$ cat src/rtl/debounced_comparator.sv
`default_nettype none
// ============================================================================
// Module   : debounced_comparator
// Brief    : Registered unsigned/signed magnitude comparator whose LT/EQ/GT
//            flags commit only after DEBOUNCE consecutive agreeing samples.
// Revision : 1.0 - initial release
// ============================================================================
module debounced_comparator #(
   parameter int WIDTH    = 8,
   parameter int DEBOUNCE = 3
) (
   input  logic             clk,
   input  logic             rst,
   input  logic             valid_in,
   input  logic             signed_mode,
   input  logic [WIDTH-1:0] data_a,
   input  logic [WIDTH-1:0] data_b,
   output logic             less,
   output logic             equal,
   output logic             greater,
   output logic             valid_out,
   output logic             changed
);

   localparam int CW = $clog2(DEBOUNCE + 1);

   localparam logic [1:0]    C_NONE = 2'd0;
   localparam logic [1:0]    C_LT   = 2'd1;
   localparam logic [1:0]    C_EQ   = 2'd2;
   localparam logic [1:0]    C_GT   = 2'd3;
   localparam logic [CW-1:0] C_DEB  = CW'(DEBOUNCE);
   localparam logic [CW-1:0] C_ONE  = CW'(1);

   logic [1:0]       r_candidate;
   logic [1:0]       r_committed;
   logic [CW-1:0]    r_count;
   logic             r_less;
   logic             r_equal;
   logic             r_greater;
   logic             r_valid_out;
   logic             r_changed;

   logic [WIDTH-1:0] w_flip;
   logic [WIDTH-1:0] w_a;
   logic [WIDTH-1:0] w_b;
   logic [1:0]       w_raw;
   logic [1:0]       w_candidate_n;
   logic [1:0]       w_committed_n;
   logic [CW-1:0]    w_count_n;
   logic             w_commit;
   logic             w_less_n;
   logic             w_equal_n;
   logic             w_greater_n;

   // Flipping the sign bit maps two's-complement order onto unsigned order.
   assign w_flip = WIDTH'(signed_mode) << (WIDTH - 1);
   assign w_a    = data_a ^ w_flip;
   assign w_b    = data_b ^ w_flip;
   assign w_raw  = (w_a < w_b)  ? C_LT :
                   (w_a == w_b) ? C_EQ : C_GT;

   always_ff @(posedge clk) begin
      if (rst) begin
         r_candidate <= C_NONE;
         r_committed <= C_NONE;
         r_count     <= '0;
         r_less      <= 1'b0;
         r_equal     <= 1'b0;
         r_greater   <= 1'b0;
         r_valid_out <= 1'b0;
         r_changed   <= 1'b0;
      end else begin
         r_candidate <= w_candidate_n;
         r_committed <= w_committed_n;
         r_count     <= w_count_n;
         r_less      <= w_less_n;
         r_equal     <= w_equal_n;
         r_greater   <= w_greater_n;
         r_valid_out <= valid_in;
         r_changed   <= w_commit;
      end
   end

   always_comb begin
      w_candidate_n = r_candidate;
      w_count_n     = r_count;
      w_committed_n = r_committed;
      w_commit      = 1'b0;
      if (valid_in) begin
         if (w_raw == r_candidate) begin
            if (r_count != C_DEB) begin
               w_count_n = r_count + C_ONE;
            end
         end else begin
            w_candidate_n = w_raw;
            w_count_n     = C_ONE;
         end
         if ((w_count_n == C_DEB) && (w_candidate_n != r_committed)) begin
            w_committed_n = w_candidate_n;
            w_commit      = 1'b1;
         end
      end
   end

   always_comb begin
      w_less_n    = (w_committed_n == C_LT);
      w_equal_n   = (w_committed_n == C_EQ);
      w_greater_n = (w_committed_n == C_GT);
   end

   assign less      = r_less;
   assign equal     = r_equal;
   assign greater   = r_greater;
   assign valid_out = r_valid_out;
   assign changed   = r_changed;

endmodule
`default_nettype wire

$ cat config.mk
export PLATFORM = sky130hd
export DESIGN_NAME = debounced_comparator
export DESIGN_NICKNAME = d
export VERILOG_FILES = /design/src/rtl/debounced_comparator.sv
export SDC_FILE = /design/constraint.sdc
export NUM_CORES = 1
export LEC_CHECK = 0
export ABC_AREA = 1
export CELL_PAD_IN_SITES_DETAIL_PLACEMENT = 1
export CELL_PAD_IN_SITES_GLOBAL_PLACEMENT = 2
export CORE_MARGIN = 4
export CORE_UTILIZATION = 24
export DETAILED_ROUTE_END_ITERATION = 8
export MAX_ROUTING_LAYER = met4
export PLACE_DENSITY_LB_ADDON = 0.1
export SYNTH_ARGS = -nofsm -noshare
export SYNTH_HDL_FRONTEND = slang
export SYNTH_SLANG_ARGS = --single-unit
$ cat constraint.sdc
create_clock -name clk -period 2.25 [get_ports clk]
set_input_delay 0.675 -clock clk [delete_from_list [all_inputs] [get_ports clk]]
set_output_delay 0.675 -clock clk [all_outputs]
set_load 0.005 [all_outputs]
# [After elaboration in Yosys (flattened, before gate mapping)]
# Cells that the tools add are included.
# W data, S select, Z words.
[totals] out_inout_bits=5 reg_bits=11 inputBits=20 elab_cells=33
[op_classes] reduce_logical=2 add_sub_neg=1 n_lt_le_gt_ge=1 mux=10 bitwise=3 n_eq_ne=8
[ops] cell="$mux W2" count=8
[ops] cell="$xor A8 B8 Y8" count=2
[ops] cell="$eq A8 B8 Y1" count=1
[ops] cell="$lt A8 B8 Y1" count=1
[ops] cell="$eq A2 B2 Y1 const B" count=3
[ops] cell="$add A2 B1 Y2 const B" count=1
[ops] cell="$eq A2 B1 Y1 const B" count=1
[ops] cell="$eq A2 B2 Y1" count=1
[ops] cell="$mux W1" count=2
[ops] cell="$ne A2 B2 Y1" count=1
[ops] cell="$ne A2 B2 Y1 const B" count=1
[ops] cell="$reduce_or A2 Y1" count=1
[ops] cell="$logic_and A1 B1 Y1" count=1
[ops] cell="$not A1 Y1" count=1

# [Logic depth before layout (Yosys ltp)]
[logic_depth] ltp_word=12 mapped_depth=16 depth_no_buf=16

# [Worst setup path before layout]
# No wires, ideal clock.
[synth_path] kind="input-to-reg" startpoint="in data_a[7]" endpoint="reg r_equal (netlist: equal)" n_path_buf=0 setup_ps=64 arrival_ps=2045 path_stages=12 path_slack_ps=141 required_ps=2186 path_cell_list="xor2_1 -> ha_1 -> a21o_1 -> nor2_2 -> nand2_4 -> nand2_4 -> nand2_4 -> nand2_4 -> nand3_4 -> nand2_2 -> nand3_2 -> nor2_1"
[synth_between] elab_chain_len=12 word_cells_on_any_way=16 classes_between="order compare (1); eq/ne (5); mux (8); bitwise (1); reduce/logical (1)"
[synth_lines] item="from (decl)" line_no="16" rtl="input logic [WIDTH-1:0] data_a,"
[synth_lines] item="$xor A8 B8 Y8 (*)" line_no="57" rtl="assign w_a = data_a ^ w_flip;"
[synth_lines] item="parallel branches: the longest is 2 deep, another holds $lt A8 B8 Y1"
[synth_lines] item="$mux W2 (*)" line_no="59" rtl="assign w_raw = (w_a < w_b) ? C_LT :"
[synth_lines] item="$eq A2 B2 Y1" line_no="90" rtl="if (w_raw == r_candidate) begin"
[synth_lines] item="$mux W2" line_no="90"
[synth_lines] item="$mux W2" line_no="89" rtl="if (valid_in) begin"
[synth_lines] item="$eq A2 B2 Y1 or $ne A2 B2 Y1 (tied branches)" line_no="98" rtl="if ((w_count_n == C_DEB) && (w_candidate_n != r_committed)) begin"
[synth_lines] item="$logic_and A1 B1 Y1" line_no="98"
[synth_lines] item="$mux W2 (*)" line_no="98"
[synth_lines] item="$mux W2 (*)" line_no="89"
[synth_lines] item="$eq A2 B2 Y1 (*)" line_no="107" rtl="w_equal_n = (w_committed_n == C_EQ);"
[synth_lines] item="to (signal assigned)" line_no="77" rtl="r_equal <= w_equal_n;"
[synth_lines] item="to (decl)" line_no="38" rtl="logic r_equal;"
# Every way passes the cells marked *. The select of a mux whose other input is x is not followed.
# A chain may end at the register's enable or synchronous reset.

# [Final worst setup path]
[layout_path] startpoint="in data_b[0]" endpoint="reg r_less (netlist: less)"
[layout_between] elab_chain_len=12 word_cells_on_any_way=16 classes_between="order compare (1); eq/ne (5); mux (8); bitwise (1); reduce/logical (1)"
[layout_lines] item="from (decl)" line_no="17" rtl="input logic [WIDTH-1:0] data_b,"
[layout_lines] item="$xor A8 B8 Y8 (*)" line_no="58" rtl="assign w_b = data_b ^ w_flip;"
[layout_lines] item="parallel branches: the longest is 2 deep, another holds $lt A8 B8 Y1"
[layout_lines] item="$mux W2 (*)" line_no="59"
[layout_lines] item="$eq A2 B2 Y1" line_no="90"
[layout_lines] item="$mux W2" line_no="90"
[layout_lines] item="$mux W2" line_no="89"
[layout_lines] item="$eq A2 B2 Y1 or $ne A2 B2 Y1 (tied branches)" line_no="98"
[layout_lines] item="$logic_and A1 B1 Y1" line_no="98"
[layout_lines] item="$mux W2 (*)" line_no="98"
[layout_lines] item="$mux W2 (*)" line_no="89"
[layout_lines] item="$eq A2 B1 Y1 (*)" line_no="106" rtl="w_less_n = (w_committed_n == C_LT);"
[layout_lines] item="to (signal assigned)" line_no="76" rtl="r_less <= w_less_n;"
[layout_lines] item="to (decl)" line_no="37" rtl="logic r_less;"
# Marked as above.

==> metrics.md <==
| Metric | Value |
|---|---|
| GPL Wtd Cong | `0.7665` |
| Die Y | `65.22 um` |
| Clock power share | `24.2%` |
| P per Cell Area | `421.2 mW/mm2` |
| PnR worst setup slack | `75.19 ps` |
| Synth Area in XOR/XNOR | `3.344%` |
| Final std cells w/o fill | `187` |
| DR vias/cell | `4.139` |
| Final setup violation count | `0` |
| Status | `finished clean` |
| Initial antenna violation count | `0` |
| Post-synthesis adder-cell area fraction | `12.74%` |
| Slew Viols, Final | `0` |
| Fin nets | `172` |
| GRT Residual Overflow | `0` |
| Final worst path period share | `96.66%` |
| Unique cell type count in the Yosys netlist | `21` |
| Clock Sinks | `11` |
| Synthesis warning total | `0` |
| Post-synthesis mux area share | `0%` |
| Die X | `65.22 um` |
| WHS | `491.2 ps` |
| Final Util | `42.62%` |
| Number of port buffers | `24` |
| First DRT Iteration DRCs | `22` |
| CP required | `2450 ps` |
| R2R Path End | `less` |
| TNS Setup | `0 ps` |
| Post-DR wirelength/cell | `10.70 um` |
| Crit path time final | `2175 ps` |
| Register bit total from synthesis | `11` |
| Synth async-reset ratio | `0%` |
| Cell area after layout | `0.001323 mm2` |
| Share of cells above drive strength 1 | `38.46%` |
| Register area share after synthesis | `28.03%` |
| Post-route ant nets | `0` |
| Combinational share of power | `38.5%` |
| Cells along the critical path | `clkdlybuf4s50_1 > ha_4 > inv_1 > nand2_1 > nand2_1 > nand2_1 > nand2_1 > nand2_2 > nand2_4 > inv_2 > nand2_2 > nand2_4 > nand3_4 > nand2_4 > nand3_2 > nor2_1` |
| Io pins | `25` |
| WS Path Type | `input port to flop` |
| Worst-path clk slew | `70 ps` |
| Area growth syn-to-layout | `68.31%` |
| CP Launch Type | `input port` |
| Most frequent cells in the layout | `inv_1 (18), nand2_1 (13), dfxtp_1 (11)` |
| Row cnt | `20` |
| Syn_nets | `133` |
| Critical Path Start | `data_b[0]` |
| Ant. Diodes | `0` |
| Htree depth | `1` |
| DR pass1 iterations | `4` |
| P_int | `0.3815 mW` |
| Critical Path Fanout Max | `7` |
| FF-to-FF path depth | `7` |
| Pin count of the biggest net entering global routing | `8` |
| Crit path arrival time | `2380 ps` |
| Placed wire-length estimate | `1510 um` |
| R2r setup slk | `1040 ps` |
| Starting Density | `25.32%` |
| DP Area | `0.001111 mm2` |
| LEAKAGE | `0.6829 nW` |
| Post-Syn Area per Cell | `7.483 um2` |
| GR Util All Layers | `9.875%` |
| Element type at the critical path end | `flop` |
| Synth Area in Compound Gates | `7.643%` |
| Fin. Hold Viols | `0` |
| Slew @ Worst Pin | `251.9 ps` |
| Root Buffer | `clkbuf_4` |
| Sequential Power Share | `37.2%` |
| Reg-to-Reg Start | `r_candidate[0]` |
| Post-Synth Simple-Gate Area | `36.31%` |
| Net Switching | `0.1756 mW` |
| Cts bufs inserted | `3` |
| Synth Instances | `105` |
| VDD IR max | `0.0002394 V` |
| Placed Cells | `177` |
| Main flop type after synthesis | `dfxtp_1` |
| Total Power | `0.5571 mW` |
| Hold Crit Class | `flop to flop` |
| F_max | `459.8 MHz` |
| CP max stage delay | `500 ps` |
| Crit path to | `less` |
| Max Buffers Root-to-Sink | `2` |
| Final wirelength | `2000 um` |
| EDFF count, synth | `0` |
| Number of global-route vias before repair | `752` |
| DP Worst Slack | `-477.1 ps` |
| Max-cap violation count | `0` |
| Relative slew slack | `83.15%` |
| First-pass GRT wire length | `3256 um` |
| Die area | `0.004254 mm2` |
| Via count | `774` |
| Most common cell after layout, fill and taps aside | `inv_1` |
| Switching share of power | `31.51%` |
| Core ar. | `0.003103 mm2` |
| Most used cell, CP | `nand2_1` |
| DRC viols | `0` |
| Clk_skew | `1.790 ps` |
| Worst-skew pair later-pin latency | `270 ps` |
| Largest family of logic cells by synthesized area | `simple AND/OR/NAND/NOR gates` |
| Crit-path slowest cell | `clkdlybuf4s50_1` |
| CTS tree | `yes` |
| Cell Area, Synth | `785.8 um2` |
## Yosys cell counts, drive strengths merged (2+ instances only)
cell | number | area share (%)
o21ai | 3 | 1.9
ha | 8 | 13
inv | 25 | 12
a21oi | 6 | 3.8
xor2 | 2 | 2.2
nor3 | 2 | 2.7
nand3 | 6 | 7.3
dfxtp | 11 | 28
nand2 | 27 | 19
nand4 | 4 | 3.2
nor2 | 8 | 4.1
## kinds of logic (layout without fill, tap and decap cells)
logic type               after synthesis  count (layout)
buffers and inverters                 25              63
adder cells (fa/ha/maj)                8               8
flip-flops                            11              11
AO/OA/AOI/OAI                         11              11
AND/OR/NAND/NOR                       47              47
XOR/XNOR                               3               3
## how the worst min path moves through the flow
stage / from / depth (start not counted) / end / slack, ps
global placement: r_count[0] / 2 / r_count[0] / 470
detailed placement: r_count[0] / 2 / r_count[0] / 480
CTS: r_count[0] / 2 / r_count[0] / 500
global route: r_count[0] / 2 / r_count[0] / 540
finish: r_count[0] / 2 / r_count[0] / 490
floorplan: r_count[0] / 2 / r_count[0] / 450
## routing by layer
layer	up-vias	share of wire (%)	global-route usage [%]
met3	2	6.1	4.444
met4	0	0.30	0.7772
met5	-	0	-
li1	401	-	-
met1	352	46	12.58
met2	19	48	15.04
## area by class of cell
type | count | area (um2)
clock buffer | 4 | 26.28
fill | 403 | 1780
inverter | 25 | 93.84
multi-input combinational | 69 | 610.6
sequential | 11 | 220.2
tap | 44 | 55.05
timing repair buffer | 34 | 316.6
## timing repair
action	4_1_cts	5_1_grt
setup buffers	5	1
gates resized for setup	23	33
endpoints found under the setup margin	9	9
pin swaps	16	22
hold buffers	0	0
endpoints found under the hold margin	0	0
## registers in the layout (all words and copies together) (netlist names), named ones only
signal,cells
r_candidate,2
r_count,2
less,1
equal,1
changed,1
r_committed,1
greater,1
valid_out,1
## power by group through the flow
stage | registers (mW) | clock network (mW) | logic [mW]
after floorplan | 0.210 | 0 | 0.0942
after global placement | 0.211 | 0 | 0.162
after detailed placement | 0.211 | 0 | 0.164
after CTS | 0.207 | 0.143 | 0.193
after global routing | 0.208 | 0.155 | 0.239
final | 0.207 | 0.135 | 0.215
## critical path: cells and delay by family
family	cells	cell delay, ps
and+or+nand+nor	12	960
buffers and inverters	3	600
adders and majority gates	1	130
Note: power is estimated with default switching activity, not from simulation.
